<file path="src/rtl/regfile8x16.sv">
// Eight-entry register file: one synchronous write port, two combinational read ports.
// Storage is cleared asynchronously by an active-low reset; there is no write-through bypass.
module regfile8x16 #(
    parameter int DATA_W = 16,
    parameter int ADDR_W = 3
) (
    input  logic              clk,
    input  logic              reset,
    input  logic              wr,
    input  logic [ADDR_W-1:0] rd_addr_a,
    input  logic [ADDR_W-1:0] rd_addr_b,
    input  logic [ADDR_W-1:0] wr_addr,
    input  logic [DATA_W-1:0] d_in,
    output logic [DATA_W-1:0] d_out_a,
    output logic [DATA_W-1:0] d_out_b
);

    localparam int NREGS = 1 << ADDR_W;

    logic [NREGS-1:0]             load;
    logic [NREGS-1:0][DATA_W-1:0] regs_all;

    generate
        for (genvar gi = 0; gi < NREGS; gi++) begin : g_reg
            logic [DATA_W-1:0] reg_q;
            logic [DATA_W-1:0] reg_d;

            // wr gates every load line, so an unknown wr_addr cannot disturb storage.
            assign load[gi] = wr && (wr_addr == ADDR_W'(gi));

            always_comb begin
                reg_d = reg_q;
                if (load[gi]) begin
                    reg_d = d_in;
                end
            end

            always_ff @(posedge clk or negedge reset) begin
                if (!reset) begin
                    reg_q <= '0;
                end else begin
                    reg_q <= reg_d;
                end
            end

            assign regs_all[gi] = reg_q;
        end
    endgenerate

    assign d_out_a = regs_all[rd_addr_a];
    assign d_out_b = regs_all[rd_addr_b];

endmodule

</file>
<file path="config.mk">
export PLATFORM = sky130hd
export DESIGN_NAME = regfile8x16
export DESIGN_NICKNAME = d
export VERILOG_FILES = /design/src/rtl/regfile8x16.sv
export SDC_FILE = /design/constraint.sdc
export NUM_CORES = 1
export LEC_CHECK = 0
export ABC_AREA = 1
export CAP_MARGIN = 20
export CORE_MARGIN = 4
export CORE_UTILIZATION = 30
export CTS_BUF_LIST = sky130_fd_sc_hd__clkbuf_8 sky130_fd_sc_hd__clkbuf_16
export CTS_CLUSTER_SIZE = 14
export DETAILED_ROUTE_END_ITERATION = 8
export PLACE_DENSITY = 0.49
export SYNTH_ARGS = -nofsm -noshare
export SYNTH_HDL_FRONTEND = slang
export SYNTH_SLANG_ARGS = --single-unit
</file>
<file path="constraint.sdc">
create_clock -name clk -period 1.6 [get_ports clk]
set_input_delay 0.16 -clock clk [delete_from_list [all_inputs] [get_ports clk]]
set_output_delay 0.16 -clock clk [all_outputs]
set_load 0.03 [all_outputs]
</file>
==> impl_summary.md, run 1 <==
Clock network
The clock sink total is 128. The worst-skew pair later-pin latency is 0.43 ns. The number of buffers between clock root and the deepest sink is 2.

TritonCTS built the clock tree. Counting the buffers created by CTS gives 17. CTS placed an instance of sky130_fd_sc_hd__clkbuf_16 at the clock tree root. The H-tree level count is 4. Clock-pin slew was measured on the worst setup and hold paths at roughly 0.060 ns.

Power and ir drop
For this design the total switching power over the nets is 3.90 mW. The clock share of power is 35.5%. The switching part of the total is between 30% and 40%. The leakage power is between 5 and 6 nW. The power per cell area is 1190 mW/mm². The combinational share of power is 28.2%. The peak supply drop is ~0.66 mV. The completed layout was analyzed and its total power is around 12 mW. The internal power is roughly 7.7 mW. Per report_power, the sequential group accounts for between 30% and 40% of the total.

Detailed routing
The number of DRC violations after detailed routing is 0. The routed via count is approximately 7400. The highest layer touched by signal routing is met4. The routed design uses approximately 12000 µm of met2 wire. The average routed wire per standard cell is roughly 16 µm. The post-route met1 wirelength is between 10000 and 15000 µm. The final layout contains routed wiring with a total length of 25100 µm.

Dividing the detail-routed via count by the number of cells gives about 4.7. In the detailed route, the total length drawn on met3 is ~1400 µm. The initial DRC count is between 600 and 700. The detail route stage leaves a number of antenna-violating nets equal to 0. Before antenna repair, the detailed router went through 5 iterations.

Worst setup path
By startpoint and endpoint, the worst setup path is classified as reg -> out. Together, buffers and inverters on the worst path number 2. The worst setup path is captured at an output pin. The most numerous cell on the critical path is sky130_fd_sc_hd__nand2_1. The cell with the biggest individual delay on the critical path is sky130_fd_sc_hd__dfrtp_1.

The kind of start point of the critical path is a flop. Walking the worst path, the cells encountered are inv_2 > nand2_1 > nand3_1 > nand2_1 > nand2_1 > nand2_2 > buf_6. The highest net fanout along the worst path is 2. The cell type group with the largest total delay on the critical path is flip-flops. The peak per-stage delay on the critical path is about 0.38 ns. The arrival time reported for the critical path endpoint is around 1.4 ns. STA puts the critical path data required time at 1.44 ns.

Floorplanning
The die boundary width is about 170 µm. The total area inside the core boundary comes to 0.0245 mm². The top-level port count is 60. The floorplan has 57 rows. The starting density of the core is a little under a third. The floorplan step defined a die boundary enclosing around 0.028 mm². The die is 166 µm tall.

STA
The post-route minimum period is about 1.6 ns. Headroom to the max-slew limit came out at 81.5%. The final worst slack is approximately 0.049 ns. The final setup TNS is 0 ns. The final-report max-slew violation count is 0. The upper clock frequency limit is 645 MHz. Setup repair after global routing could not meet its margin everywhere. Setup violations remaining at the end of the flow were counted as 0. Across all hold checks on the routed design, the worst slack comes to between 0.15 and 0.2 ns. The worst-margin pin slew is 0.277 ns.

The part of the cycle the worst path needs is 96.9%. On the final layout, the worst clock skew is 0 ns. The number of hold violations in the final report is 0.

Yosys
The synthesized area divided by synthesized cell count is around 6.4 µm². The sequential area share after synthesis is 42.8%. The post-synthesis cell type count is 14. Synthesis handed over a netlist of around 1200 instances. The mapped netlist covers 0.00749 mm². The total of flip-flops plus latches after synthesis is between 100 and 150.

The total nets after synthesis is roughly 1200. The number of warnings printed during yosys synthesis is 0.

GRT
For this run, the total global-route usage over all layers was measured as a little under a fifth. The first global-routing pass estimated 40300 µm of wire. The number of antenna violations at the first check in global routing was 0.

The via count of the first global-routing pass is between 7000 and 8000. The largest net degree at the start of global routing is 47. The total congestion overflow is 0.

Placed design
Including well taps, the total number of placed cells is ~1500. Timing analysis after detailed placement gives a worst setup slack of -0.152 ns. The placed wire-length estimate after detailed placement is about 16000 µm.

The number of port buffers is 59. In this run the cell area measured after placement is ~0.0087 mm². At the end of routability-driven placement, the weighted congestion stood at approximately 0.82.

Outcome
The run finished with clean final reports.

Layout
The number of antenna diodes is 0. g.reg_q holds more flip-flops than any other register. The finished layout holds 1574 standard cells, fillers aside. The largest registers in the layout are g.reg_q x128.

Compared with the post-synthesis result, the final layout area differs by 30.1%. The share of the core filled with cells is between 30% and 40%. The register with the most flip-flops in the layout has 128 of them. The number of nets in the layout is 1265. The cell area after layout is just under 0.01 mm². The fraction of final layout cells sized beyond drive strength 1 is ~20%.

Min path
In this run the worst hold path is classified as in -> async.

Job
The number of violations of the max-capacitance limit is 0.
[power groups by stage]
stage          Clock, mW  Sequential [mW]  Combinational, mW
2_1_floorplan          0             4.12               1.93
3_3_place_gp           0             4.19               2.95
3_5_place_dp           0             4.20               2.97
4_1_cts             4.19             4.15               2.99
5_1_grt             4.35             4.28               3.72
6_report            4.12             4.21               3.28
[cells by family (layout without fill, tap and decap cells)]
| family | Yosys count | count (layout) | share of synthesized area, % |
|---|---|---|---|
| AOI/OAI and AO/OA | 128 | 128 | 8.55 |
| buffers and inverters | 224 | 309 | 12.0 |
| DFF | 128 | 128 | 42.8 |
| and+or+nand+nor | 685 | 685 | 36.7 |
[synthesized netlist by cell type (all sizes together)]
cell type | count | area (µm²)
buf | 46 | 228
o21ai | 128 | 641
nand3 | 129 | 646
inv | 154 | 578
nor2 | 4 | 17.5
nand2 | 551 | 2070
clkbuf | 24 | 93.8
nor3 | 1 | 16.3
dfrtp | 128 | 3200
[path summary, 6_finish.rpt]
check	startpoint	to	slack (ns)	cells after the start
worst min register to register	g_reg[0].reg_q[3]	g_reg[0].reg_q[3]	0.48	2
worst min-delay path	reset	g_reg[5].reg_q[3]	0.16	2
worst max register to register	g_reg[0].reg_q[7]	g_reg[0].reg_q[7]	0.82	3
worst max-delay path	g_reg[1].reg_q[7]	d_out_a[7]	0.05	7
max in group asynchronous	reset	g_reg[2].reg_q[6]	0.87	3
min in group clk	d_in[12]	g_reg[7].reg_q[12]	0.32	3
[area by class of cell]
cell class,instances,area [µm²]
repair buffers,123,1420
clock inverters,13,160
clock buffers,19,453
flip-flops and latches,128,3200
multi-input cells,813,3530
inverters,154,578
fillers,2622,14700
well taps,324,405
[repair_timing]
action | in CTS | in global routing
setup endpoints to repair | 32 | 29
setup buffers | 0 | 24
resized for setup | 13 | 126
gates cloned | 0 | 0
endpoints found under the hold margin | 128 | 0
hold buffers | 1 | 0
pin swaps | 0 | 27
[placed cells by master (no fill, tap or decap), drive strengths merged]
master,Yosys,routed
nand2,551,551
inv,154,158
nand3,129,129
dfrtp,128,128
o21ai,128,128
buf,46,98
clkdlybuf4s50,0,22
clkbuf,24,19
clkinv,0,5
nor2,4,4
bufinv,0,3
dlygate4sd2,0,2
nor3,1,1
clkinvlp,0,1
dlygate4sd3,0,1
[metal layers]
| layer | vias up | global-route usage, % |
|---|---|---|
| met2 | 210 | 29.8 |
| met4 | 0 | 6.24 |
| li1 | 3699 | - |
| met1 | 3455 | 24.7 |
| met5 | - | 0 |
| met3 | 32 | 4.09 |
No activity file was read; power rests on OpenSTA's default activity.
==> inputs of run 2 (changes only) <==
--- a/config.mk
+++ b/config.mk
@@ -10,7 +10,6 @@
 export CORE_MARGIN = 4
 export CORE_UTILIZATION = 30
 export CTS_BUF_LIST = sky130_fd_sc_hd__clkbuf_8 sky130_fd_sc_hd__clkbuf_16
-export CTS_CLUSTER_SIZE = 14
 export DETAILED_ROUTE_END_ITERATION = 8
 export PLACE_DENSITY = 0.49
 export SYNTH_ARGS = -nofsm -noshare
==> results of run 2 <==
No change in the layout: final DEF, timing and power equal those of run 1.
==> inputs of run 3 (changes only) <==
--- a/config.mk
+++ b/config.mk
@@ -11,6 +11,7 @@
 export CORE_UTILIZATION = 30
 export CTS_BUF_LIST = sky130_fd_sc_hd__clkbuf_8 sky130_fd_sc_hd__clkbuf_16
 export DETAILED_ROUTE_END_ITERATION = 8
+export GPL_TIMING_DRIVEN = 0
 export PLACE_DENSITY = 0.49
 export SYNTH_ARGS = -nofsm -noshare
 export SYNTH_HDL_FRONTEND = slang
==> constraint.sdc (replaced) <==
create_clock -name clk -period 1.7 [get_ports clk]
set_input_delay 0.17 -clock clk [delete_from_list [all_inputs] [get_ports clk]]
set_output_delay 0.17 -clock clk [all_outputs]
set_load 0.03 [all_outputs]
==> impl_summary.md, run 3 (same netlist as run 1, synthesis figures left out) <==
Worst setup path
The highest net fanout along the worst path is 2 (unchanged). The arrival time reported for the critical path endpoint came to 1.49 ns (+0.10 ns). The slowest stage of the critical path belongs to the cell sky130_fd_sc_hd__dfrtp_1. The kind of start point of the critical path is a flop. The type of the worst setup path is reg -> out. The signal on the critical path passes through inv_1 > nand2_1 > nand3_1 > nand2_1 > nand2_1 > nand2_1 > buf_4. The worst setup path is captured at an output pin.

The startpoint identified for the worst register-to-register timing path is g_reg[6].reg_q[12]. In this run the worst setup path begins at g_reg[5].reg_q[14]. The peak per-stage delay on the critical path came to 0.38 ns (about the same). The number of buffers and inverters on the critical path is 2 (unchanged). The required time of the worst setup path was 1.53 ns (+0.09 ns). The most numerous cell type found on the critical path is sky130_fd_sc_hd__nand2_1. The cell family contributing the most delay on the critical path is simple AND/OR/NAND/NOR gates.

Placed design
The standard cell area after detailed placement is 0.00848 mm² (-2.8%). The number of placed instances, taps included was 1545 (+1.8%). The number of port buffers is 55 (-6.8%). The routability congestion estimate from global placement is 0.894 (+9.0%). The placed wire-length estimate after detailed placement is 21300 µm (+32%).

Layout
The number of flip-flops under the largest register name was 128 (unchanged). The register with the most flip-flops is g.reg_q. The number of nets in the layout is 1272 (+0.55%). The most common cell after layout, fill and taps aside is sky130_fd_sc_hd__nand2_1. The number of filler instances in the final layout is 2635 (+0.50%). The post-layout instance count excluding filler cells was 1579 (+0.32%).

The flip-flop and latch area is 0.00320 mm² (unchanged). Relative to the synthesized area, the layout overhead comes to 22.5%. The share of the core filled with cells came to 37.5% (-2.3 points). The largest registers in the layout are g.reg_q x128. The cell area after layout came to 0.00918 mm² (-5.8%). The number of antenna diodes was 0 (unchanged). The fraction of final layout cells sized beyond drive strength 1 came to 12.7% (-7.3 points). In the layout the commonest cells are sky130_fd_sc_hd__nand2_1, sky130_fd_sc_hd__inv_1, sky130_fd_sc_hd__nand3_1, sky130_fd_sc_hd__dfrtp_1, sky130_fd_sc_hd__o21ai_0. The combined area of the multi-input logic cells is 0.00342 mm² (-3.0%).

Clock network
The root cell of the clock tree is sky130_fd_sc_hd__clkbuf_16. The number of clock buffers inserted by TritonCTS came to 17 (unchanged). The number of buffers between clock root and the deepest sink is 2 (unchanged). The clock sink total is 128 (unchanged).

TritonCTS built the clock tree. The H-tree level count is 4 (unchanged). The worst-skew pair later-pin latency is 0.42 ns (about the same).

The clock-pin slew of the registers on the worst-case setup and hold paths came to 0.06 ns (about the same).

STA
The upper clock frequency limit is slightly above 600 MHz. The worst-margin pin slew is 0.655 ns (+0.378 ns). The final critical path takes up between 90% and 100% of the cycle.

The final setup skew is 0 ns (unchanged). The remaining max-slew budget at the tightest pin was 56.3% (-25 points). The number of hold violations in the final report came to 0 (unchanged). The worst hold-check slack is 0.289 ns (+0.131 ns). The total of endpoints with negative setup slack in the final report is 0 (unchanged). The post-route minimum period is 1.66 ns. The final-report max-slew violation count is 0 (unchanged).

Power and ir drop
The peak supply drop came to 0.392 mV (-41%). The leakage power is 5.09 nW (-2.9%). The overall power of the completed layout came to 10.4 mW (-10%). The power per cell area was 1140 mW/mm² (-4.5%).

Job
The number of violations of the max-capacitance limit was 0 (unchanged).

GRT
The number of antenna violations at the first check in global routing is 1 (+1). The total congestion overflow is 0 (unchanged). The largest net degree at the start of global routing is 74 (+57%).

The global-route wire length before repair came to 46200 µm (+15%). The via count of the first global-routing pass is 7662 (+6.3%). The combined global-route utilization of all metal layers is 21.9% (+3.4 points).

Floorplanning
The die boundary width is 166 µm (unchanged). The top-level port count came to 60 (unchanged). The core box area is 0.0245 mm² (unchanged).

The starting density of the core is 30.6% (unchanged). The height of the die is 166 µm (unchanged). The count of standard-cell rows is 57 (unchanged). The floorplan die area came to 0.0276 mm² (unchanged).

Detailed routing
The ratio of routed vias to standard cells is 4.91 (+4.6%). The number of nets with antenna violations after detailed routing is 0 (unchanged). The routed via count is 7758 (+4.9%). The number of detailed-route iterations in the first pass was 8 (+3). The number of DRC violations after detailed routing was 0 (unchanged). The initial DRC count is 711 (+6.4%). The post-detailed-routing wire length was 29800 µm (+19%). The average routed wire per standard cell is 18.9 µm (+18%).

Outcome
The run finished with clean final reports.

Min path
The min-delay analysis places its worst path in the category in -> async.
## run 3: per-layer routing
| metal | share of wire, % | track usage [%] |
|---|---|---|
| met4 | 2.3 | 7.42 |
| met2 | 44 | 33.2 |
| met3 | 6.8 | 3.71 |
| met5 | 0 | 0 |
| met1 | 47 | 31.7 |
## run 3: path summary, 6_finish.rpt
path	slack, ns	to	cells after the start
min	0.29	g_reg[6].reg_q[1]	2
max	0.04	d_out_b[14]	7
max reg2reg	0.96	g_reg[6].reg_q[12]	3
min reg2reg	0.48	g_reg[5].reg_q[10]	2
max in group asynchronous	0.62	g_reg[0].reg_q[12]	3
min in group clk	0.33	g_reg[7].reg_q[12]	3
## run 3: worst register-to-register path, delay by kind of cell (launching register included)
kind	cells	cell delay (ns)
AND/OR/NAND/NOR	1	0.05
AO/OA/AOI/OAI	1	0.07
flip-flops	1	0.38
buffers and inverters	1	0.13
## run 3: power by group
| group | internal, mW | switching [mW] | leakage (nW) |
|---|---|---|---|
| Clock | 2.33 | 1.40 | 0.303 |
| Sequential | 3.63 | 0.289 | 1.60 |
| Combinational | 0.926 | 1.88 | 3.18 |
| Total | 6.89 | 3.56 | 5.09 |
## run 3: through the flow
stage | setup TNS, ns | setup WS (ns)
floorplan | 0 | 0.508
global placement | -695.75 | -5.22
detailed placement | -29.87 | -1.01
CTS | 0 | 0.00223
global route | -0.0166 | -0.0166
finish | 0 | 0.0439
## run 3: layout make-up
cell class / count / share of cell area, %
tap: 324 / 4.42
clock inverter: 11 / 1.36
timing repair buffer: 60 / 5.48
inverter: 154 / 6.35
clock buffer: 19 / 4.94
sequential: 128 / 34.9
multi-input combinational: 813 / 37.3
buffer: 70 / 5.26
## run 3: repair_timing
item,in CTS,in global routing
buffers inserted,2,1
pin swaps,0,1
endpoints found under the setup margin,32,31
gates resized for setup,207,82
hold endpoints to repair,55,0
hold buffers,1,0
